[src/rtl/uart_tx_param.sv]
// uart_tx_param: parametrised UART transmitter (start, DATA_BITS LSB-first,
// optional parity, 1 or 2 stop bits) with a four-phase Send/Sent handshake.
// Optional line-break generation is enabled by defining UART_TX_BREAK_EN.
module uart_tx_param #(
  parameter int unsigned BAUD_DIV  = 5208,
  parameter int unsigned DATA_BITS = 8,
  parameter int unsigned PARITY    = 1,
  parameter int unsigned STOP_BITS = 1
) (
  input  logic                 clk,
  input  logic                 Reset,
  input  logic                 Send,
  input  logic [DATA_BITS-1:0] Din,
`ifdef UART_TX_BREAK_EN
  input  logic                 Break,
`endif
  output logic                 Sent,
  output logic                 Busy,
  output logic                 Sout
);

  localparam int unsigned TW = $clog2(BAUD_DIV);
  localparam int unsigned BW = $clog2(DATA_BITS + 1);

  // Reject out-of-range configurations at elaboration
  if (BAUD_DIV < 2 || BAUD_DIV > 65535 || DATA_BITS < 5 || DATA_BITS > 9 ||
      PARITY > 2 || STOP_BITS < 1 || STOP_BITS > 2) begin : g_param_err
    $error("uart_tx_param: illegal parameter value");
  end

  typedef enum logic [2:0] {
    IDLE,
    START,
    DATA,
    PAR,
    STOP,
    ACK
`ifdef UART_TX_BREAK_EN
    , BRK
`endif
  } state_t;

  state_t               state_q, state_d;
  logic [TW-1:0]        timer_q, timer_d;
  logic [BW-1:0]        bit_cnt_q, bit_cnt_d;
  logic [DATA_BITS-1:0] shift_q, shift_d;
  logic                 par_q, par_d;
  logic                 sout_q, sout_d;
  logic                 tick;
  logic [TW-1:0]        timer_step;
`ifdef UART_TX_BREAK_EN
  logic                 hold_q, hold_d;
`endif

  // Baud tick and free-running timer step (wraps at BAUD_DIV-1)
  assign tick       = (timer_q == TW'(BAUD_DIV - 1));
  assign timer_step = tick ? '0 : timer_q + TW'(1);

  // Next-state, datapath and next line level
  always_comb begin
    state_d   = state_q;
    timer_d   = timer_q;
    bit_cnt_d = bit_cnt_q;
    shift_d   = shift_q;
    par_d     = par_q;
    sout_d    = 1'b1;
`ifdef UART_TX_BREAK_EN
    hold_d    = hold_q;
`endif
    case (state_q)
      IDLE: begin
        timer_d   = '0;
        bit_cnt_d = '0;
`ifdef UART_TX_BREAK_EN
        if (Break) begin
          state_d = BRK;
          hold_d  = 1'b0;
        end else
`endif
        if (Send) begin
          state_d = START;
          shift_d = Din;
          // Parity is fixed at capture since the shift register is consumed
          par_d   = (PARITY == 2) ? ^Din : ~^Din;
        end
      end
      START: begin
        sout_d  = 1'b0;
        timer_d = timer_step;
        if (tick) begin
          state_d   = DATA;
          bit_cnt_d = '0;
        end
      end
      DATA: begin
        sout_d  = shift_q[0];
        timer_d = timer_step;
        if (tick) begin
          shift_d = shift_q >> 1;
          if (bit_cnt_q == BW'(DATA_BITS - 1)) begin
            bit_cnt_d = '0;
            state_d   = (PARITY != 0) ? PAR : STOP;
          end else begin
            bit_cnt_d = bit_cnt_q + BW'(1);
          end
        end
      end
      PAR: begin
        sout_d  = par_q;
        timer_d = timer_step;
        if (tick) begin
          state_d   = STOP;
          bit_cnt_d = '0;
        end
      end
      STOP: begin
        timer_d = timer_step;
        if (tick) begin
          if (bit_cnt_q == BW'(STOP_BITS - 1)) begin
            state_d   = ACK;
            bit_cnt_d = '0;
          end else begin
            bit_cnt_d = bit_cnt_q + BW'(1);
          end
        end
      end
      ACK: begin
        timer_d = '0;
        if (!Send) state_d = IDLE;
      end
`ifdef UART_TX_BREAK_EN
      BRK: begin
        // Line low until Break falls, then one full idle bit before IDLE
        sout_d = hold_q;
        if (!Break) hold_d = 1'b1;
        if (hold_q) begin
          timer_d = timer_step;
          if (tick) begin
            state_d = IDLE;
            hold_d  = 1'b0;
          end
        end else begin
          timer_d = '0;
        end
      end
`endif
      default: state_d = IDLE;
    endcase
  end

  // State and datapath registers with synchronous reset
  always_ff @(posedge clk) begin
    if (Reset) begin
      state_q   <= IDLE;
      timer_q   <= '0;
      bit_cnt_q <= '0;
      shift_q   <= '0;
      par_q     <= 1'b0;
      sout_q    <= 1'b1;
`ifdef UART_TX_BREAK_EN
      hold_q    <= 1'b0;
`endif
    end else begin
      state_q   <= state_d;
      timer_q   <= timer_d;
      bit_cnt_q <= bit_cnt_d;
      shift_q   <= shift_d;
      par_q     <= par_d;
      sout_q    <= sout_d;
`ifdef UART_TX_BREAK_EN
      hold_q    <= hold_d;
`endif
    end
  end

  assign Sent = (state_q == ACK);
  assign Busy = (state_q != IDLE);
  assign Sout = sout_q;

endmodule

[config.mk]
export PLATFORM = sky130hd
export DESIGN_NAME = uart_tx_param
export DESIGN_NICKNAME = d
export VERILOG_FILES = /design/src/rtl/uart_tx_param.sv
export SDC_FILE = /design/constraint.sdc
export NUM_CORES = 1
export LEC_CHECK = 0
export ABC_AREA = 1
export CAP_MARGIN = 40
export CORE_UTILIZATION = 43
export CTS_CLUSTER_SIZE = 20
export DETAILED_ROUTE_END_ITERATION = 8
export GPL_TIMING_DRIVEN = 1
export PLACE_DENSITY = 0.58
export SLEW_MARGIN = 20
export SYNTH_ARGS = -nofsm -noshare
export SYNTH_HDL_FRONTEND = slang
export SYNTH_SLANG_ARGS = --single-unit
[constraint.sdc]
create_clock -name clk -period 2.2 [get_ports clk]
set_input_delay 0.22 -clock clk [delete_from_list [all_inputs] [get_ports clk]]
set_output_delay 0.22 -clock clk [all_outputs]
set_load 0.01 [all_outputs]
==> results by group <==
GRT
  – Vias in the first global route: approximately 1600
  – Antenna violations before repair: 0
  – All-Layer GR Usage: 0.1923
  – Total gr overflow: 0
  – GR Util met1: 0.2319
  – Most Used Layer, Global Route: met2
  – Largest net degree at the start of global routing: 18
  – GR Util met2: 0.3284
  – Met3 usage: 0.04333
  – First-pass GRT wire length: around 6700 µm

Yosys
  – Cell taking the most area after synthesis: dfxtp_1
  – Synth area leaders: dfxtp_1 (32%), nand2_1 (18%), nor2_1 (9.6%)
  – Synthesized Nets: around 320
  – Synthesized area per cell: just over 6 µm²
  – Seq/Total Area, Yosys: 0.3189
  – Register bit total from synthesis: 30
  – Syn. warnings: 0
  – Post-Syn Instances: a little over 300
  – Synth top area share: 0.3189
  – Distinct cells, synth: 29
  – Post-Synthesis Cell Area: approximately 1900 µm²

Timing
  – Fmax: roughly 520 MHz
  – Final Skew: 0.007122 ns
  – Setup Viol. Count Final: 0
  – Fin crit share: 0.8685
  – Tmin final: 1.911 ns
  – Relative max-transition margin: 0.7244
  – Fin. max-slew vios: 0
  – Worst-Margin Slew: 0.4102 ns
  – RSZ-0062 raised after global routing: no
  – Final worst slack: about 0.29 ns
  – Final hold viol count: 0
  – Setup TNS: 0 ns

Placement
  – IO buf count: 13
  – Placer congestion estimate: around 0.80
  – Dpl ws: 0.5842 ns
  – DP Wirelength: just under 3000 µm

Drt
  – Total wire length: a little under 4000 µm
  – Initial detailed-routing violation count: 92
  – Routed wire per std cell: around 11 µm
  – DR pass1 iterations: 4
  – ANT nets after route: 0
  – Number of remaining DRC errors: 0
  – Vias: 1826
  – Via density: between 4 and 5

Final layout
  – Layout Nets: ~330
  – Area of the multi-input gates: 1079 µm²
  – Register area: approximately 600 µm²
  – Share of cells above drive strength 1: 0.09034
  – Filler cell count in the final layout: between 400 and 500
  – Number of diodes: 0
  – Area growth, synth to finish: 16.35%
  – Final Util: 0.5324

Power
  – Sw Share: 0.3740
  – Clock power frac: 0.293
  – Leakage: 1.041 nW
  – VDD IR max: approximately 0.00062 V
  – Switching power: roughly 0.9 mW
  – Flop pwr share: 0.319
  – P per Cell Area: between 1000 and 1500 nW/µm²
  – Internal: between 1 and 1.5 mW
  – Power share of the combinational group: 0.388

Critical path
  – Critical Path, Cell by Cell: nand2_1 > nor2_1 > clkdlybuf4s50_1
  – Type of origin of the critical path: flop
  – Crit path max fanout: 8
  – Crit path max-delay cell type: dfxtp_1
  – Reg2reg path depth: 8
  – CP required: 1.98 ns
  – Critical Path AT: roughly 1.7 ns
  – WS Path Type: flop to primary output
  – Largest stage delay on the critical path: about 0.57 ns
  – Critical Path Sink Type: primary output

Hold path
  – Worst hold path class: flop to flop
  – WHS Path Cells: 2

Flow run
  – # Max-Cap Violations: 0

Floorplanning
  – Site Rows: 23
  – Core Region: a little over 4000 µm²
  – Initial Utilization: 0.4576
  – Die Ht: around 68 µm
  – IO Pins: 14
  – Die Footprint: between 4000 and 5000 µm²
  – Die Width: ~68 µm

CTS
  – CTS tree: done
  – Buffer depth of the longest clock path: 2
  – Worst-path clk slew: about 0.07 ns
  – Clock sink count: 30
  – H-tree Lvls: 2
  – CTS resizes: 0
  – Clk Latency, worst-skew pair: 0.28 ns
  – Cts hold-fix bufs: 0
  – Total CTS buffers: 5
  – Post-CTS setup buffer count: 0
  – Root buffer cell: clkbuf_8

Run status
  – Outcome: completed
-- power by group through the flow --
stage	combinational, mW	clock (mW)	sequential [mW]
final	0.919	0.694	0.756
after global placement	0.930	0	0.765
after detailed placement	0.918	0	0.765
after floorplan	0.765	0	0.724
after global routing	1.08	0.729	0.769
after CTS	0.929	0.715	0.755
-- cell families (layout without fill, tap and decap cells) --
group | count (synthesis) | in the layout | synth area share
AOI/OAI and AO/OA | 24 | 24 | 0.06711
xor gates and xnor gates | 6 | 6 | 0.02791
DFF | 30 | 30 | 0.3189
and+or+nand+nor | 194 | 194 | 0.4578
buffers and inverters | 47 | 64 | 0.1083
adders and majority gates | 3 | 3 | 0.01994
-- final timing paths --
path,start,end,slack (ns)
setup / recovery,state_q[2]$_SDFFE_PP0P_,Sent,0.29
hold reg to reg,timer_q[1]$_SDFFE_PP0P_,timer_q[1]$_SDFFE_PP0P_,0.50
setup reg to reg,timer_q[1]$_SDFFE_PP0P_,timer_q[11]$_SDFFE_PP0P_,0.60
hold / removal,timer_q[1]$_SDFFE_PP0P_,timer_q[1]$_SDFFE_PP0P_,0.50
-- cell type report --
| class | instances | area share |
|---|---|---|
| multi-input combinational | 227 | 0.4923 |
| sequential | 30 | 0.2741 |
| inverter | 41 | 0.07367 |
| timing repair buffer | 15 | 0.06625 |
| clock buffer | 6 | 0.03769 |
| tap | 50 | 0.02856 |
| clock inverter | 2 | 0.02741 |
-- metrics by stage --
stage	hold WS, ns	cells	power [mW]	instance area [µm²]
floorplan	0.2891	304	1.488	1883
global placement	0.4813	363	1.695	2048
detailed placement	0.4862	363	1.683	2048
CTS	0.4972	371	2.399	2191
global route	0.5502	371	2.577	2191
finish	0.4991	371	2.369	2191
-- sequential cells by signal, indices dropped and copies added (netlist names) --
signal and flops:
par_q 1, bit_cnt_q 4, Sout 1, shift_q 8, timer_q 13, state_q 3
-- layout by cell type (no fill, tap or decap), drive strengths merged --
| cell | Yosys | routed |
|---|---|---|
| o21ai | 14 | 14 |
| xor2 | 3 | 3 |
| a22oi | 1 | 1 |
| a21oi | 8 | 8 |
| nor2 | 54 | 54 |
| o221ai | 1 | 1 |
| nand3b | 2 | 2 |
| inv | 41 | 41 |
| clkdlybuf4s50 | 0 | 13 |
| dfxtp | 30 | 30 |
| nand4 | 4 | 4 |
| nand2 | 96 | 96 |
| ha | 3 | 3 |
| nor3 | 8 | 8 |
| xnor2 | 3 | 3 |
| buf | 4 | 2 |
| and2 | 1 | 1 |
| bufinv | 0 | 2 |
| clkbuf | 2 | 6 |
| nand3 | 29 | 29 |
-- critical path: cells and delay by family, from the launching register on --
family                 cells  cell delay (ns)
buffers and inverters      1             0.57
DFF                        1             0.57
and+or+nand+nor            2             0.28
-- cell usage after synthesis, drive strengths merged --
library cell and number:
nand2 96, nor2 54, inv 41, dfxtp 30, nand3 29, o21ai 14
a21oi 8, nor3 8, buf 4, nand4 4, ha 3, xnor2 3
xor2 3, clkbuf 2, nand3b 2, a22oi 1, and2 1, o221ai 1
-- layer usage --
metal	part of all wire	up-vias
li1	-	984
met1	0.51	805
met2	0.45	28
met3	0.028	9
met4	0.013	0
met5	0	-
No activity file was read; power rests on OpenSTA's default activity.
